[config.mk]
export PLATFORM = sky130hd
export DESIGN_NAME = mem_stage
export DESIGN_NICKNAME = d
export VERILOG_FILES = /design/src/rtl/sparc_pkg.sv /design/src/rtl/mem_lane_align.sv /design/src/rtl/mem_stage.sv
export SDC_FILE = /design/constraint.sdc
export NUM_CORES = 1
export LEC_CHECK = 0
export CORE_ASPECT_RATIO = 1.1
export CORE_MARGIN = 2
export CORE_UTILIZATION = 45
export DETAILED_ROUTE_END_ITERATION = 10
export GPL_TIMING_DRIVEN = 0
export PLACE_DENSITY = 0.81
export SYNTH_ARGS = -nofsm -noshare
export SYNTH_HDL_FRONTEND = slang
export SYNTH_SLANG_ARGS = --single-unit
[constraint.sdc]
create_clock -name clk -period 2.55 [get_ports clk]
set_input_delay 0.51 -clock clk [delete_from_list [all_inputs] [get_ports clk]]
set_output_delay 0.51 -clock clk [all_outputs]
set_load 0.01 [all_outputs]
[src/rtl/sparc_pkg.sv]
// sparc_pkg: opcode fields shared by the ALU and memory stage,
// plus the memory-stage state and request-context types.
package sparc_pkg;

    localparam logic [1:0] OP_BR   = 2'b00;
    localparam logic [1:0] OP_CALL = 2'b01;
    localparam logic [1:0] OP_ALU  = 2'b10;
    localparam logic [1:0] OP_MEM  = 2'b11;

    localparam logic [2:0] OP2_SETHI = 3'b100;

    localparam logic [5:0] OP3_LD   = 6'b000000;
    localparam logic [5:0] OP3_LDUB = 6'b000001;
    localparam logic [5:0] OP3_LDUH = 6'b000010;
    localparam logic [5:0] OP3_LDSB = 6'b001001;
    localparam logic [5:0] OP3_LDSH = 6'b001010;
    localparam logic [5:0] OP3_ST   = 6'b000100;
    localparam logic [5:0] OP3_STB  = 6'b000101;
    localparam logic [5:0] OP3_STH  = 6'b000110;

    typedef enum logic {IDLE, REQ} mem_state_t;

    typedef struct packed {
        logic [4:0] rd;
        logic [5:0] op3;
        logic [1:0] off;
        logic       store;
    } mem_ctx_t;

    function automatic logic is_mem_op(
        input logic [1:0] op,
        input logic [5:0] op3
    );
        return (op == OP_MEM) && (op3 inside {
            OP3_LD, OP3_LDUB, OP3_LDUH, OP3_LDSB,
            OP3_LDSH, OP3_ST, OP3_STB, OP3_STH});
    endfunction

    function automatic logic is_store_op(input logic [5:0] op3);
        return op3 inside {OP3_ST, OP3_STB, OP3_STH};
    endfunction

    function automatic logic is_word_op(input logic [5:0] op3);
        return op3 inside {OP3_LD, OP3_ST};
    endfunction

    function automatic logic is_half_op(input logic [5:0] op3);
        return op3 inside {OP3_LDUH, OP3_LDSH, OP3_STH};
    endfunction

endpackage

[src/rtl/mem_lane_align.sv]
// mem_lane_align: big-endian store lane replication / byte enables
// and load lane extraction with sign or zero extension.
module mem_lane_align
    import sparc_pkg::*;
(
    input  logic [5:0]  s_op3,
    input  logic [1:0]  s_off,
    input  logic [31:0] s_data,
    output logic [31:0] wdata,
    output logic [3:0]  be,
    input  logic [5:0]  l_op3,
    input  logic [1:0]  l_off,
    input  logic [31:0] rdata,
    output logic [31:0] ldata
);

    logic [7:0]  l_byte;
    logic [15:0] l_half;
    logic        l_sgn;

    // store: replicate the datum across lanes, enable the addressed lanes
    always_comb begin
        wdata = s_data;
        be    = 4'b1111;
        unique case (1'b1)
            is_word_op(s_op3): begin
                wdata = s_data;
                be    = 4'b1111;
            end
            is_half_op(s_op3): begin
                wdata = {2{s_data[15:0]}};
                be    = s_off[1] ? 4'b0011 : 4'b1100;
            end
            default: begin
                wdata = {4{s_data[7:0]}};
                be    = 4'b1000 >> s_off;
            end
        endcase
    end

    // load: offset 0 is the most significant lane
    always_comb begin
        l_byte = rdata[31:24];
        unique case (l_off)
            2'd0: l_byte = rdata[31:24];
            2'd1: l_byte = rdata[23:16];
            2'd2: l_byte = rdata[15:8];
            2'd3: l_byte = rdata[7:0];
        endcase
        l_half = l_off[1] ? rdata[15:0] : rdata[31:16];
        l_sgn  = l_op3 inside {OP3_LDSB, OP3_LDSH};
        unique case (1'b1)
            is_word_op(l_op3):
                ldata = rdata;
            is_half_op(l_op3):
                ldata = {{16{l_sgn & l_half[15]}}, l_half};
            default:
                ldata = {{24{l_sgn & l_byte[7]}}, l_byte};
        endcase
    end

endmodule

[src/rtl/mem_stage.sv]
// mem_stage: memory-access stage; drives the req/ack data bus and
// emits one registered writeback record per instruction.
module mem_stage
    import sparc_pkg::*;
#(
    parameter int unsigned MAX_WAIT = 16
) (
    input  logic        clk,
    input  logic        rst_n,
    input  logic        MEM_valid_in,
    output logic        MEM_ready_out,
    input  logic [1:0]  MEM_op_in,
    input  logic [2:0]  MEM_op2_in,
    input  logic [5:0]  MEM_op3_in,
    input  logic [4:0]  MEM_rd_in,
    input  logic [31:0] MEM_res_in,
    input  logic [31:0] MEM_store_in,
    input  logic [31:0] MEM_PC_in,
    output logic        MEM_req_out,
    output logic        MEM_we_out,
    output logic [31:0] MEM_addr_out,
    output logic [31:0] MEM_wdata_out,
    output logic [3:0]  MEM_be_out,
    input  logic [31:0] MEM_rdata_in,
    input  logic        MEM_ack_in,
    output logic        WB_valid_out,
    output logic        WB_we_out,
    output logic [4:0]  WB_rd_out,
    output logic [31:0] WB_data_out,
    output logic        MEM_align_trap_out,
    output logic        MEM_bus_err_out
);

    localparam logic [7:0] WAIT_LIM = 8'(MAX_WAIT);

    mem_state_t  state;
    mem_ctx_t    ctx;
    logic [7:0]  cnt;
    logic        accept;
    logic        mem_op;
    logic        st_op;
    logic        misalign;
    logic [31:0] lane_wdata;
    logic [3:0]  lane_be;
    logic [31:0] lane_ldata;
    logic        nm_we;
    logic [4:0]  nm_rd;
    logic [31:0] nm_data;

    assign MEM_ready_out = rst_n & (state == IDLE);
    assign accept = MEM_valid_in & MEM_ready_out;
    assign mem_op = is_mem_op(MEM_op_in, MEM_op3_in);
    assign st_op  = is_store_op(MEM_op3_in);

    mem_lane_align u_align (
        .s_op3  (MEM_op3_in),
        .s_off  (MEM_res_in[1:0]),
        .s_data (MEM_store_in),
        .wdata  (lane_wdata),
        .be     (lane_be),
        .l_op3  (ctx.op3),
        .l_off  (ctx.off),
        .rdata  (MEM_rdata_in),
        .ldata  (lane_ldata)
    );

    // word needs offset 0, half needs even offset, byte always fits
    always_comb begin
        misalign = 1'b0;
        unique case (1'b1)
            is_word_op(MEM_op3_in):
                misalign = |MEM_res_in[1:0];
            is_half_op(MEM_op3_in):
                misalign = MEM_res_in[0];
            default:
                misalign = 1'b0;
        endcase
        misalign = misalign & mem_op;
    end

    // writeback record for instructions that never touch the bus
    always_comb begin
        nm_we   = 1'b0;
        nm_rd   = MEM_rd_in;
        nm_data = '0;
        unique case (1'b1)
            (MEM_op_in == OP_ALU),
            (MEM_op_in == OP_BR && MEM_op2_in == OP2_SETHI): begin
                nm_data = MEM_res_in;
                nm_we   = (MEM_rd_in != 5'd0);
            end
            (MEM_op_in == OP_CALL): begin
                nm_data = MEM_PC_in;
                nm_rd   = 5'd15;
                nm_we   = 1'b1;
            end
            default: ;
        endcase
    end

    // FSM, timeout counter, bus and writeback registers
    always_ff @(posedge clk or negedge rst_n) begin
        if (!rst_n) begin
            state              <= IDLE;
            ctx                <= '0;
            cnt                <= '0;
            MEM_req_out        <= 1'b0;
            MEM_we_out         <= 1'b0;
            MEM_addr_out       <= '0;
            MEM_wdata_out      <= '0;
            MEM_be_out         <= '0;
            WB_valid_out       <= 1'b0;
            WB_we_out          <= 1'b0;
            WB_rd_out          <= '0;
            WB_data_out        <= '0;
            MEM_align_trap_out <= 1'b0;
            MEM_bus_err_out    <= 1'b0;
        end else begin
            WB_valid_out       <= 1'b0;
            WB_we_out          <= 1'b0;
            MEM_align_trap_out <= 1'b0;
            MEM_bus_err_out    <= 1'b0;
            unique case (state)
                IDLE: begin
                    if (accept && mem_op && !misalign) begin
                        state         <= REQ;
                        cnt           <= 8'd1;
                        MEM_req_out   <= 1'b1;
                        MEM_we_out    <= st_op;
                        MEM_addr_out  <= {MEM_res_in[31:2], 2'b00};
                        MEM_be_out    <= lane_be;
                        MEM_wdata_out <= st_op ? lane_wdata : '0;
                        ctx.rd        <= MEM_rd_in;
                        ctx.op3       <= MEM_op3_in;
                        ctx.off       <= MEM_res_in[1:0];
                        ctx.store     <= st_op;
                    end else if (accept) begin
                        WB_valid_out       <= 1'b1;
                        WB_we_out          <= nm_we & ~misalign;
                        WB_rd_out          <= nm_rd;
                        WB_data_out        <= nm_data;
                        MEM_align_trap_out <= misalign;
                    end
                end
                REQ: begin
                    if (MEM_ack_in || cnt == WAIT_LIM) begin
                        state        <= IDLE;
                        cnt          <= '0;
                        MEM_req_out  <= 1'b0;
                        MEM_we_out   <= 1'b0;
                        MEM_be_out   <= '0;
                        WB_valid_out <= 1'b1;
                        WB_rd_out    <= ctx.rd;
                        WB_data_out  <= '0;
                        if (MEM_ack_in) begin
                            if (!ctx.store) begin
                                WB_we_out   <= (ctx.rd != 5'd0);
                                WB_data_out <= lane_ldata;
                            end
                        end else begin
                            MEM_bus_err_out <= 1'b1;
                        end
                    end else begin
                        cnt <= cnt + 8'd1;
                    end
                end
            endcase
        end
    end

endmodule
Yosys cells after proc, flatten, opt, wreduce, memory -nomap -nowiden
Index checks and enable logic that the tools add are counted.
- $add $sub $neg: 1
- multiply operators: 0
- divide/modulo/power cells: 0
- order comparisons: 0
- eq/ne operators: 24
- shifts and indexed selects: 1
- multiplexer cells: 51
- bitwise gates (word level): 8
- reductions and logical operators: 24
- operators by type and width (kind ; number):
    32-bit one-hot mux with 2 select lines ; 4
    32-bit two-way mux ; 6
    8-bit one-hot mux with 4 select lines ; 1
    6-bit by 3-bit equality test with 1-bit output (second input constant) ; 5
    6-bit by 4-bit equality test with 1-bit output (second input constant) ; 4
    5-bit two-way mux ; 4
    1-bit two-way mux ; 19
    16-bit two-way mux ; 1
    8-bit two-way mux ; 2
    4-bit one-hot mux with 2 select lines ; 2
    8-bit one-hot mux with 2 select lines ; 1
    1-bit one-hot mux with 2 select lines ; 7
    6-bit by 2-bit equality test with 1-bit output (second input constant) ; 2
    6-bit zero test ; 2
    4-bit two-way mux ; 3
    5-bit one-hot mux with 2 select lines ; 1
    5-bit nonzero test ; 2
    3-bit nonzero test ; 3
    8-bit by 1-bit adder with 8-bit output (second input constant) ; 1
    2-bit equality test (second input constant) ; 4
    8-bit by 5-bit equality test with 1-bit output (second input constant) ; 1
    8-bit nonzero test ; 1
    1-bit AND ; 6
    6-bit by 1-bit equality test with 1-bit output (second input constant) ; 1
    other kinds (14) ; 26
- register bits after elaboration: 132
- bits in latches: 0
- bits in writable memories: 0
- bits in read-only memories: 0
- bits of input ports: 148
- output and inout port bits: 112
- logic and storage cells: 126
- memories kept: 0

Logic depth before layout (Yosys ltp)
- depth in word-level cells: 9
- depth in mapped cells: 9

By module
A second synthesis with hierarchy kept.
- cell total of the unflattened synthesis: 728
- area total of the unflattened synthesis: 6922.9 µm²
- modules (own cells, without submodules) (module ; instances ; cells each ; area each (µm²) ; seq. area each (µm²)):
    mem_stage ; 1 ; 535 ; 5720.5 ; 3303.2
    mem_lane_align ; 1 ; 193 ; 1202.4 ; 0.0

Least setup slack after synthesis
No wires, ideal clock.
- path type: input-to-reg
- start: input port MEM_op3_in[0]
- end: register WB_data_out[28]
- setup time: 0.125 ns
- arrival time: 2.082 ns
- setup slack: 0.343 ns
- stages: 8
- path buffers: 3
- cell sequence: buf_2 a211o_1 a211oi_2 o21ai_1 a21boi_1 buf_6 buf_6 mux2_4
- cells in the longest elaborated chain, start to end: 8
- elaborated cells between the ends (all ways): 19
- classes of those cells: 8 x eq/ne; 1 x mux; 1 x bitwise; 9 x reduce/logical
- RTL lines (element ; RTL line ; text):
    from (decl) ; mem_stage.sv:14 ; input logic [5:0] MEM_op3_in,
    6-bit by 2-bit equality test with 1-bit output (tied with other cells) ; sparc_pkg.sv:34, sparc_pkg.sv:48 ;
    3-bit nonzero test (tied with other cells) ; sparc_pkg.sv:48 ; return op3 inside {OP3_LDUH, OP3_LDSH, OP3_STH};
    1-bit one-hot mux with 2 select lines / 1-bit logical AND (equally long branches) ; mem_stage.sv:70, sparc_pkg.sv:34 ;
    1-bit AND ; mem_stage.sv:78 ; misalign = misalign & mem_op;
    1-bit zero test ; mem_stage.sv:125 ; if (accept && mem_op && !misalign) begin
    1-bit logical AND (*) ; mem_stage.sv:125 ;
    2-bit inequality test (no source line) (*) ; - ;
    3-bit AND reduction (no source line) (*) ; - ;
    to (signal assigned) ; mem_stage.sv:141 ; WB_data_out <= nm_data;
    to (signal assigned) ; mem_stage.sv:158 ; WB_data_out <= lane_ldata;
    to (decl) ; mem_stage.sv:29 ; output logic [31:0] WB_data_out,
Mark *: on every way between the ends. The rest lies on a longest branch, timed or not.
A chain may end at the register's enable or synchronous reset.

Final worst setup path
- start: input port MEM_op3_in[1]
- end: register WB_data_out[30]
The elaborated chain is that of the path after synthesis.

==> out/metrics.csv <==
metric;value;unit
Clock transition at path regs;0.06;ns
Final Hold Fails;0;
minimum clock period;2.435;ns
endpoints failing setup;0;
H-tree Lvls;4;
max frequency;0.4107;GHz
Final Skew;0.01061;ns
gate count of the mapped netlist;632;
WL final;23940;um
worst-skew pair later-pin latency;0.43;ns
Worst Hold Class;in2async;
# diodes;0;
RSZ-0062 raised after global routing;no;
met3 Usage GRT;9.628;%
CTS tree;done;
Multi-input gate area;3415;um^2
vias in the first global route;6456;
GRT Total Usage;29.25;%
RD Place Congestion;0.8670;
placed cell count;1085;
Slew headroom;12.25;%
Slew @ Worst Pin;1.313;ns
dpl ws;-0.6048;ns
Top FF cell, synth;dfrtp_1;
Async SR Flop Fraction;100.0;%
TritonRoute pass-1 iters;5;
WHS;0.04931;ns
drt drc;0;
Finished Layout Cells;1119;
peak supply drop;0.4589;mV
Pwr Density;636.8;nW/um^2
Via density;5.688;
GRT overflow;0;
Initial Util;46.21;%
CP arrival;2.75;ns
placed cell areas;9814;um^2
Post-CTS Setup Inserts;0;
status;finished clean;
via count;6365;
routing usage on met1;33.91;%
critical path type;in2reg;
most used routing layer;met2;
number of flops mapped to enable cells by yosys;0;
Avg Cell Area, Syn;11.05;um^2
layout cells sized above 1;17.77;%
max-cap check violation count;0;
clock tree root buffer cell;clkbuf_16;
Port-buffer cells;255;
first-pass GRT wire length;35970;um
Area Growth Syn to Fin;50.99;%
Netlist Area Pre-Place;6984;um^2
Leak;4.493;nW
antenna violations before repair;0;
Routed Antenna Nets;0;
crit end category;register;
largest net degree at the start of global routing;46;
DIE HEIGHT;134.7;um
Ys Warns;0;
CTS Buffer Depth;2;
Slew Viols, Final;0;
Design Area, Final;10550;um^2
crit-path cells;clkdlybuf4s50_1 > a211o_1 > a211oi_2 > o21ai_1 > a21boi_1 > buf_6 > buf_6 > mux2_4;
r2r worst-path depth;6;
#FFs+latches synth;132;
total CTS buffers;17;
clock sink count;132;
CP Data Required Time;2.87;ns
Setup WS post-layout;0.1151;ns
DRT iter0 DRCs;551;
Distinct cells, synth;60;
DIE AREA;16530;um^2
storage element area;3303;um^2
NumNets Final;1060;
startpoint types;input pin;
Seq/Total Area, Yosys;47.29;%
Crit Reg-Reg Startpoint;ctx[3];
Core Area;15110;um^2
fillcell total;1145;
CP max FO;10;
worst reg2reg setup slack;0.21;ns
met2 Use GR;50.52;%
HPWL after DPL;17910;um
reg2reg end;WB_data_out[23];
width of the chip;122.8;um
crit share post-route;95.49;%
setup TNS;0;ns
wire per inst;21.40;um
Max stage delay cell, worst path;clkdlybuf4s50_1;
Rows;47;
num ports;260;
most frequent cell on the critical path;buf_6;
Critical Path Max Stage Delay;0.52;ns
## cell type report
class / count / area share [%]
Buffer: 50 / 2.634
Clock buffer: 20 / 4.331
Clock inverter: 12 / 1.673
Inverter: 7 / 0.2492
Multi-Input combinational cell: 444 / 32.38
Sequential cell: 132 / 31.32
Tap cell: 196 / 2.326
Timing Repair Buffer: 258 / 25.08
## power breakdown
part	switching [W]	internal, W	total (W)
Sequential	0.000132	0.00231	0.00244
Clock	0.000972	0.00169	0.00266
Combinational	0.000695	0.000918	0.00161
## worst max-delay path: cells and delay by family
family | cells | cell delay (ns)
AOI/OAI and AO/OA | 4 | 1.01
buffers and inverters | 3 | 0.91
muxes | 1 | 0.31
## flip-flops by register name, indices dropped and copies added (netlist names)
name	cells
MEM_addr_out	30
MEM_align_trap_out	1
MEM_be_out	4
MEM_bus_err_out	1
MEM_req_out	1
MEM_wdata_out	32
MEM_we_out	1
WB_data_out	32
WB_rd_out	5
WB_valid_out	1
WB_we_out	1
cnt	8
ctx	14
state	1
## metrics by stage
step                      util, %  total power, W
after floorplan                 -        0.003193
after global placement      64.75        0.004021
after detailed placement    64.94        0.004060
after CTS                   69.62        0.006727
after global routing        69.77        0.006953
final                       69.77        0.006715
## repair_timing
action | 4_1_cts | 5_1_grt
hold endpoints to repair | 44 | 0
setup endpoints to repair | 15 | 43
pin swaps | 0 | 1
resized for setup | 4 | 6
hold buffers | 1 | 0
cloned | 1 | 0
## synthesized netlist by cell type (2+ instances only)
cell type  number  area share (%)
a221oi_1        8             1.0
dfrtp_1       132              47
a21o_1          7            0.75
nand2b_1        8            0.72
a21oi_1        28             2.0
a211o_1         2            0.25
nor3b_1         2            0.21
buf_4           6            0.64
nand3_1        10            0.72
mux2_2         54             8.7
o31ai_1        24             2.6
a211oi_1        2            0.21
nor2b_1         4            0.36
mux2_1          3            0.48
clkbuf_1       16            0.86
a221o_1         8             1.1
o21ai_0        21             1.5
a2111oi_2       2            0.43
or3b_2          2            0.25
mux2_4         19             4.1
nor2_1         14            0.75
mux4_2          8             2.6
buf_6           3            0.48
nand2_1        87             4.7
a211oi_2        2            0.36
a41oi_1         2            0.25
inv_1           7            0.38
a2111oi_0       2            0.25
o21ai_1         2            0.14
a32oi_1         8             1.0
a2bb2oi_1       2            0.25
a31oi_1         8            0.72
mux2i_1         8             1.1
buf_2          24             1.7
or4_1           2            0.21
nor3_1          3            0.21
and2_1         13             1.2
o2bb2ai_1      26             3.3
ha_1            2            0.36
a22oi_1        31             3.3
## routing by layer
metal / up-vias / part of all wire (%)
met1: 3057 / 39
met2: 312 / 49
met3: 50 / 9.2
li1: 2946 / -
met4: 0 / 2.7
met5: - / 0
## kinds of logic (layout without fill, tap and decap cells)
| family | Yosys count | in the layout | synth area share [%] |
|---|---|---|---|
| AND/OR/NAND/NOR | 154 | 154 | 10.21 |
| flip-flops | 132 | 132 | 47.29 |
| adder cells (fa/ha/maj) | 2 | 2 | 0.3582 |
| AO/OA/AOI/OAI | 193 | 193 | 20.66 |
| other | 1 | 2 | 0.05369 |
| XOR/XNOR | 1 | 1 | 0.1254 |
| multiplexers | 92 | 92 | 17.00 |
| buffers and inverters | 57 | 347 | 4.300 |
## placed cells by master, fill, tap and decap left out, types with 3 or more instances in the layout
| cell type | Yosys | routed |
|---|---|---|
| a221o_1 | 8 | 8 |
| clkdlybuf4s50_1 | 0 | 254 |
| dfrtp_1 | 132 | 132 |
| a31oi_1 | 8 | 8 |
| nor2_1 | 14 | 14 |
| nand2_1 | 87 | 87 |
| clkbuf_1 | 16 | 16 |
| a21oi_1 | 28 | 27 |
| buf_2 | 24 | 23 |
| mux2_1 | 3 | 3 |
| buf_4 | 6 | 7 |
| bufinv_16 | 0 | 4 |
| a21o_1 | 7 | 7 |
| mux2i_1 | 8 | 8 |
| inv_1 | 7 | 7 |
| mux2_2 | 54 | 54 |
| buf_6 | 3 | 3 |
| o31ai_1 | 24 | 24 |
| mux2_4 | 19 | 19 |
| o2bb2ai_1 | 26 | 26 |
| a211oi_2 | 2 | 3 |
| clkbuf_16 | 0 | 17 |
| nand3_1 | 10 | 10 |
| clkinv_2 | 0 | 3 |
| a22oi_1 | 31 | 31 |
| o21ai_0 | 21 | 21 |
| a221oi_1 | 8 | 8 |
| nand2b_1 | 8 | 8 |
| mux4_2 | 8 | 8 |
| a32oi_1 | 8 | 8 |
| nor2b_1 | 4 | 4 |
| nor3_1 | 3 | 3 |
| and2_1 | 13 | 13 |
## how the worst max path moves through the flow
stage	start	end	slack [ns]	depth (start not counted)
final	MEM_op3_in[1]	WB_data_out[30]	0.12	8
after global routing	MEM_op3_in[5]	MEM_addr_out[13]	0.001	7
after CTS	MEM_op3_in[5]	MEM_wdata_out[30]	0.05	5
after detailed placement	rst_n	MEM_be_out[0]	-0.60	8
after global placement	rst_n	MEM_be_out[0]	-4.82	7
after floorplan	MEM_op3_in[0]	WB_data_out[28]	0.34	8
Power figures use the tool's default switching activity.
